<file path="config.mk">
export PLATFORM = sky130hd
export DESIGN_NAME = lcd_frame_sequencer
export DESIGN_NICKNAME = d
export VERILOG_FILES = /design/src/rtl/lcd_frame_sequencer.sv
export SDC_FILE = /design/constraint.sdc
export NUM_CORES = 1
export LEC_CHECK = 0
export ABC_AREA = 1
export CORE_UTILIZATION = 60
export CTS_BUF_LIST = sky130_fd_sc_hd__clkbuf_16
export CTS_CLUSTER_SIZE = 30
export DETAILED_ROUTE_END_ITERATION = 10
export GPL_ROUTABILITY_DRIVEN = 0
export PLACE_DENSITY = 0.79
export SYNTH_ARGS = -nofsm -noshare
export SYNTH_HDL_FRONTEND = slang
export SYNTH_SLANG_ARGS = --single-unit
</file>
<file path="constraint.sdc">
create_clock -name sys_clk -period 13.2 [get_ports sys_clk]
set_input_delay 1.32 -clock sys_clk [delete_from_list [all_inputs] [get_ports sys_clk]]
set_output_delay 1.32 -clock sys_clk [all_outputs]
set_load 0.01 [all_outputs]
</file>
<file path="src/rtl/lcd_frame_sequencer.sv">
// Panel power-up, init-table replay and full-screen colour fill for an SPI LCD.
// Feeds a byte-level SPI writer over a valid/ready byte handshake.
module lcd_frame_sequencer #(
   parameter int RST_PULSE_CYC  = 120000,
   parameter int RST_WAIT_CYC   = 1440000,
   parameter int DELAY_UNIT_CYC = 12000,
   parameter int WIDTH          = 128,
   parameter int HEIGHT         = 160
) (
   input  logic        sys_clk,
   input  logic        sys_rst,
   input  logic        fill_req,
   input  logic [15:0] fill_color,
   output logic        fill_ack,
   output logic        busy,
   output logic        init_done,
   output logic        wr_valid,
   output logic [7:0]  wr_data,
   output logic        wr_dc,
   input  logic        wr_ready,
   input  logic        wr_idle,
   output logic        lcd_rst,
   output logic        lcd_led
);

   localparam int DLY_MAX = 255 * DELAY_UNIT_CYC;
   localparam int RST_MAX = (RST_PULSE_CYC > RST_WAIT_CYC) ? RST_PULSE_CYC : RST_WAIT_CYC;
   localparam int CNT_MAX = (RST_MAX > DLY_MAX) ? RST_MAX : DLY_MAX;
   localparam int CW      = $clog2(CNT_MAX + 1);
   localparam int NPIX    = WIDTH * HEIGHT;
   localparam int PW      = $clog2(NPIX + 1);

   localparam logic [CW-1:0] PULSE_LAST = CW'(RST_PULSE_CYC - 1);
   localparam logic [CW-1:0] WAIT_LAST  = CW'(RST_WAIT_CYC - 1);
   localparam logic [PW-1:0] PIX_LAST   = PW'(NPIX - 1);
   localparam logic [15:0]   COL_LAST   = 16'(WIDTH - 1);
   localparam logic [15:0]   ROW_LAST   = 16'(HEIGHT - 1);

   localparam logic [1:0] T_CMD  = 2'd0;
   localparam logic [1:0] T_DATA = 2'd1;
   localparam logic [1:0] T_WAIT = 2'd2;
   localparam logic [1:0] T_END  = 2'd3;

   typedef enum logic [2:0] {
      S_RST_ASSERT, S_RST_WAIT, S_INIT, S_DELAY, S_READY, S_HDR, S_PIX
   } state_t;

   // Init table entry: {type, byte}; anything past the last entry reads as end.
   function automatic logic [9:0] init_entry(input logic [3:0] idx);
      case (idx)
         4'd0:    init_entry = {T_CMD,  8'h01};
         4'd1:    init_entry = {T_WAIT, 8'd150};
         4'd2:    init_entry = {T_CMD,  8'h11};
         4'd3:    init_entry = {T_WAIT, 8'd120};
         4'd4:    init_entry = {T_CMD,  8'h3A};
         4'd5:    init_entry = {T_DATA, 8'h05};
         4'd6:    init_entry = {T_CMD,  8'h36};
         4'd7:    init_entry = {T_DATA, 8'h00};
         4'd8:    init_entry = {T_CMD,  8'h29};
         default: init_entry = {T_END,  8'h00};
      endcase
   endfunction

   // Window-set header: {dc, byte}.
   function automatic logic [8:0] hdr_entry(input logic [3:0] idx);
      case (idx)
         4'd0:    hdr_entry = {1'b0, 8'h2A};
         4'd1:    hdr_entry = {1'b1, 8'h00};
         4'd2:    hdr_entry = {1'b1, 8'h00};
         4'd3:    hdr_entry = {1'b1, COL_LAST[15:8]};
         4'd4:    hdr_entry = {1'b1, COL_LAST[7:0]};
         4'd5:    hdr_entry = {1'b0, 8'h2B};
         4'd6:    hdr_entry = {1'b1, 8'h00};
         4'd7:    hdr_entry = {1'b1, 8'h00};
         4'd8:    hdr_entry = {1'b1, ROW_LAST[15:8]};
         4'd9:    hdr_entry = {1'b1, ROW_LAST[7:0]};
         default: hdr_entry = {1'b0, 8'h2C};
      endcase
   endfunction

   state_t        state_r;
   logic [CW-1:0] cnt_r;
   logic [CW-1:0] target_r;
   logic          idle_seen_r;
   logic [3:0]    idx_r;
   logic [3:0]    hdr_idx_r;
   logic [PW-1:0] pix_cnt_r;
   logic          byte_lo_r;
   logic [15:0]   color_r;

   logic [9:0] cur_entry_s;
   logic [9:0] nxt_entry_s;
   logic [8:0] nxt_hdr_s;
   logic [9:0] first_entry_s;

   assign cur_entry_s   = init_entry(idx_r);
   assign nxt_entry_s   = init_entry(idx_r + 4'd1);
   assign nxt_hdr_s     = hdr_entry(hdr_idx_r + 4'd1);
   assign first_entry_s = init_entry(4'd0);

   // Sequencer FSM with all outputs registered.
   always_ff @(posedge sys_clk) begin
      if (sys_rst) begin
         state_r     <= S_RST_ASSERT;
         cnt_r       <= '0;
         target_r    <= '0;
         idle_seen_r <= 1'b0;
         idx_r       <= 4'd0;
         hdr_idx_r   <= 4'd0;
         pix_cnt_r   <= '0;
         byte_lo_r   <= 1'b0;
         color_r     <= 16'h0000;
         fill_ack    <= 1'b0;
         busy        <= 1'b1;
         init_done   <= 1'b0;
         wr_valid    <= 1'b0;
         wr_data     <= 8'h00;
         wr_dc       <= 1'b0;
         lcd_rst     <= 1'b0;
         lcd_led     <= 1'b0;
      end else begin
         fill_ack <= 1'b0;
         case (state_r)
            S_RST_ASSERT: begin
               if (cnt_r == PULSE_LAST) begin
                  cnt_r   <= '0;
                  lcd_rst <= 1'b1;
                  state_r <= S_RST_WAIT;
               end else begin
                  cnt_r <= cnt_r + CW'(1);
               end
            end
            S_RST_WAIT: begin
               // The first table entry is a command, so it is presented on the way out.
               if (cnt_r == WAIT_LAST) begin
                  cnt_r    <= '0;
                  idx_r    <= 4'd0;
                  wr_valid <= 1'b1;
                  wr_data  <= first_entry_s[7:0];
                  wr_dc    <= (first_entry_s[9:8] == T_DATA);
                  state_r  <= S_INIT;
               end else begin
                  cnt_r <= cnt_r + CW'(1);
               end
            end
            S_INIT: begin
               if (wr_valid) begin
                  if (wr_ready) begin
                     idx_r <= idx_r + 4'd1;
                     if (nxt_entry_s[9:8] == T_CMD || nxt_entry_s[9:8] == T_DATA) begin
                        wr_data <= nxt_entry_s[7:0];
                        wr_dc   <= (nxt_entry_s[9:8] == T_DATA);
                     end else begin
                        wr_valid <= 1'b0;
                     end
                  end
               end else begin
                  case (cur_entry_s[9:8])
                     T_CMD, T_DATA: begin
                        wr_valid <= 1'b1;
                        wr_data  <= cur_entry_s[7:0];
                        wr_dc    <= (cur_entry_s[9:8] == T_DATA);
                     end
                     T_WAIT: begin
                        cnt_r       <= '0;
                        idle_seen_r <= 1'b0;
                        target_r    <= CW'(cur_entry_s[7:0]) * CW'(DELAY_UNIT_CYC);
                        state_r     <= S_DELAY;
                     end
                     default: begin
                        if (wr_idle) begin
                           init_done <= 1'b1;
                           lcd_led   <= 1'b1;
                           busy      <= 1'b0;
                           state_r   <= S_READY;
                        end
                     end
                  endcase
               end
            end
            S_DELAY: begin
               // Counting is held off until the writer has drained the preceding command.
               if (idle_seen_r || wr_idle) begin
                  idle_seen_r <= 1'b1;
                  if (cnt_r == target_r) begin
                     cnt_r   <= '0;
                     idx_r   <= idx_r + 4'd1;
                     state_r <= S_INIT;
                  end else begin
                     cnt_r <= cnt_r + CW'(1);
                  end
               end
            end
            S_READY: begin
               if (fill_req) begin
                  color_r   <= fill_color;
                  fill_ack  <= 1'b1;
                  hdr_idx_r <= 4'd0;
                  busy      <= 1'b1;
                  state_r   <= S_HDR;
               end
            end
            S_HDR: begin
               if (!wr_valid) begin
                  wr_valid         <= 1'b1;
                  {wr_dc, wr_data} <= hdr_entry(hdr_idx_r);
               end else if (wr_ready) begin
                  if (hdr_idx_r == 4'd10) begin
                     pix_cnt_r <= '0;
                     byte_lo_r <= 1'b0;
                     wr_dc     <= 1'b1;
                     wr_data   <= color_r[15:8];
                     state_r   <= S_PIX;
                  end else begin
                     hdr_idx_r        <= hdr_idx_r + 4'd1;
                     {wr_dc, wr_data} <= nxt_hdr_s;
                  end
               end
            end
            S_PIX: begin
               if (wr_ready) begin
                  if (!byte_lo_r) begin
                     byte_lo_r <= 1'b1;
                     wr_data   <= color_r[7:0];
                  end else if (pix_cnt_r == PIX_LAST) begin
                     wr_valid <= 1'b0;
                     busy     <= 1'b0;
                     state_r  <= S_READY;
                  end else begin
                     pix_cnt_r <= pix_cnt_r + PW'(1);
                     byte_lo_r <= 1'b0;
                     wr_data   <= color_r[15:8];
                  end
               end
            end
            default: begin
               state_r <= S_RST_ASSERT;
            end
         endcase
      end
   end

endmodule
</file>
### Word-level counts from Yosys, hierarchy flattened

Memory sizes are Yosys's and may differ from the RTL's. A register that Yosys moved wholly into a read port is not among the register bits.
Index checks and enable logic that the tools add are counted.

| storage, ports and cells | value |
|---|---|
| register bits | 97 |
| bits in latches | 0 |
| RAM bits | 0 |
| bits in read-only memories | 608 |
| input bits | 21 |
| output and inout bits | 15 |
| logic and storage cells | 190 |
| memories | 4 |

Memory list:

| name | words | bits a word | rd ports | clocked after Yosys merged registers in | wr ports | line | RTL |
|---|---|---|---|---|---|---|---|
| (no name shown) | 16 | 10 | 1 | 0 | 0 | 50 | `case (idx)` |
| (no name shown) | 16 | 10 | 1 | 1 | 0 | 50 |  |
| (no name shown) | 16 | 9 | 1 | 1 | 0 | 66 | `case (idx)` |
| (no name shown) | 16 | 9 | 1 | 0 | 0 | 66 |  |

| operators by class | value |
|---|---|
| add/subtract/negate cells | 4 |
| multipliers | 1 |
| divide/modulo/power cells | 0 |
| $lt $le $gt $ge | 0 |
| equal/unequal tests | 40 |
| shift operators | 0 |
| multiplexer cells | 91 |
| bitwise operators | 3 |
| reduce and logical (&&, ||, !) cells | 31 |

Operator list:

| cell | number |
|---|---|
| two-way mux 22 bit | 6 |
| two-way mux 15 bit | 6 |
| two-way mux 8 bit | 11 |
| one-hot mux 22 bit (4 select lines) | 1 |
| two-way mux 4 bit | 13 |
| != test 2 bit (second input constant) | 20 |
| two-way mux 3 bit | 13 |
| one-hot mux 8 bit (4 select lines) | 1 |
| two-way mux 1 bit | 30 |
| one-hot mux 15 bit (2 select lines) | 1 |
| adder 22 x 1 -> 22 bit (second input constant) | 1 |
| equality test 22 x 17 -> 1 bit (second input constant) | 1 |
| equality test 22 x 21 -> 1 bit (second input constant) | 1 |
| equality test 22 bit | 1 |
| one-hot mux 3 bit (7 select lines) | 1 |
| != test 3 bit (second input constant) | 6 |
| multiplier 8 x 9 -> 17 bit (second input constant) | 1 |
| AND reduction 8 bit | 2 |
| adder 15 x 1 -> 15 bit (second input constant) | 1 |
| equality test 15 bit (second input constant) | 1 |
| AND reduction 5 bit | 3 |
| AND reduction 14 bit | 1 |
| one-hot mux 4 bit (3 select lines) | 1 |
| AND reduction 4 bit | 3 |
| 25 further kinds | 44 |

### Longest topological paths before layout

An unclocked memory read counts as a cell.

| logic depth | value |
|---|---|
| depth in word-level cells | 8 |
| gate-level depth with buffers | 19 |
| mapped depth without buffers | 19 |

### Least setup slack after synthesis

Ideal clock, no wire load.

| timing path | value |
|---|---|
| path type | reg-to-reg |
| from | register, netlist name cur_entry_s[5] |
| to | register target_r[19] |
| library setup time | 0.115 ns |
| arrival | 4.052 ns |
| required time | 13.085 ns |
| slack | 9.033 ns |
| cell stages (with the launch flop) | 19 |
| buffers on the path | 0 |
| clock period less this slack | 4.167 ns |
| cells stage by stage | dfxtp_1 inv_1 fa_1 fa_1 inv_1 fa_1 inv_1 fa_1 inv_1 ha_1 a21o_1 a21oi_1 inv_1 a21o_1 nand2_1 nand2_1 xor2_1 o21ai_0 inv_1 |

| on the way | value |
|---|---|
| longest elaborated chain between the ends | 1 |

Ends and longest elaborated chain:

| element | line | RTL |
|---|---|---|
| multiplier 8 x 9 -> 17 bit | 167 | `target_r <= CW'(cur_entry_s[7:0]) * CW'(DELAY_UNIT_CYC);` |
| end signal, assigned | 167 |  |
| end, declared | 83 | `logic [CW-1:0] target_r;` |

No other way between the ends.
A chain may end at the register's enable or synchronous reset.

### Final worst setup path

| timing path | value |
|---|---|
| from | register, netlist name cur_entry_s[5] |
| to | register target_r[19] |

| on the way | value |
|---|---|
| longest elaborated chain between the ends | 1 |

Ends and longest elaborated chain:

| element | line |
|---|---|
| multiplier 8 x 9 -> 17 bit | 167 |

No other way between the ends.

==> qor.yml <==
worstPathArrival_ns: 4.75
fmax_ghz: 0.2250
vias: 7278
drv_cap: 0
drc_errors: 0
cp-startpoint: "cur_entry_s[5]"
wl_per_cell_um: 14.12
combPwrFrac_pct: 54.6
setup_viol: 0
syn_area_per_cell_um2: 7.199
pwr-share-clk_pct: 22.6
synth_nets: 1234
diodes: 0
ctsResizeCount: 0
overflow: 0
grt_pass1_wl_um: 32370
io_pins: 36
whs_path_depth: 2
fin_crit_sh_pct: 33.67
power.switching_mw: 0.8583
rrSetupSlack_ns: 8.76
clk_pin_slew_ns: 0.05
slew_violations: 0
grt_usage_pct: 29.02
finClkSkew_ns: 0.007921
yosys_warnings: 0
rsz0062_at_grt: "false"
cts_setup_buffers: 0
port_buffers: 35
met3_usage_pct: 6.033
hold_viol_final: 0
p_seq_share_pct: 22.8
wirelength_um: 18990
reg2reg_to: "target_r[19]"
die_w_um: 118.3
cp-end-kind: "register"
setup_tns_ns: 0
min_path_type: "reg -> reg"
p_leak_nw: 4.171
die_area_mm2: 0.01399
internal-power_mw: 1.054
core_mm2: 0.01319
grt_pass1_vias: 6917
place_hpwl_um: 14290
netlist_area_mm2: 0.008113
grt_most_used_layer: "met2"
cts_made_buffers: 17
whs_ns: 0.4545
grt_use_met1_pct: 38.92
insertion_delay_ns: 0.42
synth.distinct_cells: 56
worst_slew_pin_slew_ns: 0.8833
htree_levels: 4
antenna_found_initial: 0
min_from: "color_r[3]"
drive_above_1_share_pct: 8.640
crit_fanout: 4
relSlewSlack_pct: 40.90
final_antenna_net_count: 0
netlist_instances: 1127
met2_usage_pct: 46.47
synth.yosys.seq_area_share_pct: 28.62
viasPerCell: 5.411
fillers: 1120
cts-hold-fix-buffers: 0
holdPathEnd: "color_r[3]"
clock-sinks: 116
clock_path_buffers: 2
reg2reg_depth: 18
pwr_density_cell_mw_per_mm2: 210.2
status: "completed"
start_util_pct: 61.51
worstPathRequired_ns: 13.51
timing.rr.start: "cur_entry_s[5]"
cts_tree: "built"
timing.final.crit_period_ns: 4.445
peakVddDrop_v: 0.0001550
ys_seq_elements: 116
swShare_pct: 44.89
grt_max_degree: 40
start_kind: "register"
rows: 42
finalNetCount: 1264
critical_path_class: "reg -> reg"
dr.pass1.iters: 5
cts_root_buf: "clkbuf_16"
area_delta_synth_final_pct: 12.09
die_h_um: 118.3
drt_iter0_drc: 651
==> cell families (layout without fill, tap and decap cells) <==
| kind of cell | after synthesis | in the layout | share of synthesized area (%) |
|---|---|---|---|
| flops | 116 | 116 | 28.62 |
| simple gates | 477 | 477 | 28.08 |
| compound gates | 203 | 203 | 13.74 |
| xor+xnor | 31 | 31 | 3.439 |
| fa+ha+maj | 86 | 86 | 15.58 |
| buf+inv | 214 | 256 | 10.53 |
==> power groups by stage <==
stage | registers (mW) | logic (mW) | clock network [mW]
finish | 0.436 | 1.04 | 0.432
global route | 0.443 | 1.19 | 0.454
CTS | 0.436 | 1.04 | 0.436
detailed placement | 0.443 | 1.02 | 0
global placement | 0.442 | 1.00 | 0
floorplan | 0.426 | 0.831 | 0
==> synthesized netlist by cell type (all sizes together) <==
| cell | instances | area, µm² |
|---|---|---|
| nor2 | 133 | 573.1 |
| o211ai | 3 | 22.52 |
| xor2 | 26 | 227.7 |
| xnor2 | 5 | 51.30 |
| nand2 | 208 | 864.6 |
| o21ai | 88 | 440.4 |
| nor4 | 7 | 50.05 |
| clkbuf | 16 | 60.06 |
| buf | 9 | 80.07 |
| fa | 25 | 500.5 |
| or2 | 3 | 18.77 |
| and2 | 1 | 6.260 |
| o221ai | 5 | 43.79 |
| nand3 | 68 | 380.4 |
| a211oi | 3 | 22.52 |
| o31ai | 4 | 35.03 |
| a21o | 3 | 22.52 |
| dfxtp | 116 | 2322 |
| a221oi | 3 | 26.28 |
| o211a | 1 | 10.01 |
| ha | 61 | 763.2 |
| a21oi | 85 | 436.7 |
| nand4 | 19 | 131.4 |
| o21bai | 1 | 7.510 |
| o311ai | 1 | 8.760 |
| a31oi | 5 | 31.28 |
| o21a | 1 | 7.510 |
| and3 | 2 | 12.51 |
| nor3b | 3 | 22.52 |
| nor3 | 32 | 212.7 |
| inv | 188 | 710.7 |
| clkinv | 1 | 3.750 |
| nor2b | 1 | 6.260 |
==> layout by cell type, fill, tap and decap left out, drive strengths merged, types with 32 or more instances in the layout <==
master         netlist  final
a21oi               85     85
nor3                32     32
clkdlybuf4s50        0     34
inv                188    190
o21ai               88     88
dfxtp              116    116
nand3               68     68
nor2               133    133
nand2              208    208
ha                  61     61
==> registers in the layout, summed over array words and instances, names as in the netlist, 3 cells and up, named ones only <==
register / flops
cnt_r: 22
target_r: 17
color_r: 16
pix_cnt_r: 15
cur_entry_s: 10
wr_data: 8
hdr_idx_r: 4
idx_r: 4
state_r: 3
==> area by class of cell <==
cell class / count / area, µm² / area share, %
inverters: 189 / 714.4 / 7.856
well taps: 176 / 220.2 / 2.422
multi-input cells: 797 / 4936 / 54.28
repair buffers: 36 / 352.8 / 3.880
flip-flops and latches: 116 / 2322 / 25.54
clock inverters: 14 / 122.6 / 1.348
clock buffers: 17 / 425.4 / 4.678
==> metrics by stage <==
stage	cell area (µm²)	setup slack (ns)	util [%]	instances	total power [mW]
after floorplan	8113	9.033	-	1127	1.257
final	9094	8.755	68.94	1345	1.912
after global routing	9094	8.482	68.94	1345	2.085
after global placement	8546	8.884	64.79	1314	1.442
after CTS	9094	8.771	68.94	1345	1.913
after detailed placement	8546	8.779	64.79	1314	1.466
==> layer usage <==
metal,routed length [µm],part of all wire [%]
met4,361,1.9
met2,8525,45
met5,0,0
met3,1026,5.4
met1,9072,48
==> worst max-delay path by stage <==
| stage | endpoint | slack (ns) | cells past startpoint |
|---|---|---|---|
| 3_3_place_gp | target_r[19] | 8.88 | 18 |
| 4_1_cts | target_r[19] | 8.77 | 18 |
| 5_1_grt | target_r[19] | 8.48 | 18 |
| 6_report | target_r[19] | 8.76 | 18 |
| 3_5_place_dp | target_r[19] | 8.78 | 18 |
| 2_1_floorplan | target_r[19] | 9.03 | 18 |
==> critical path, cell delays in order, from the launching register on <==
cell	delay, ns
dfxtp_1	0.38
inv_1	0.11
fa_1	0.57
fa_1	0.56
inv_1	0.05
fa_1	0.53
inv_1	0.05
fa_1	0.53
inv_1	0.04
ha_1	0.34
a21o_1	0.20
a21oi_1	0.23
inv_1	0.09
a21o_1	0.19
nand2_1	0.06
nand2_1	0.06
xor2_1	0.14
o21ai_0	0.14
inv_1	0.06
Note: power is estimated with default switching activity, not from simulation.
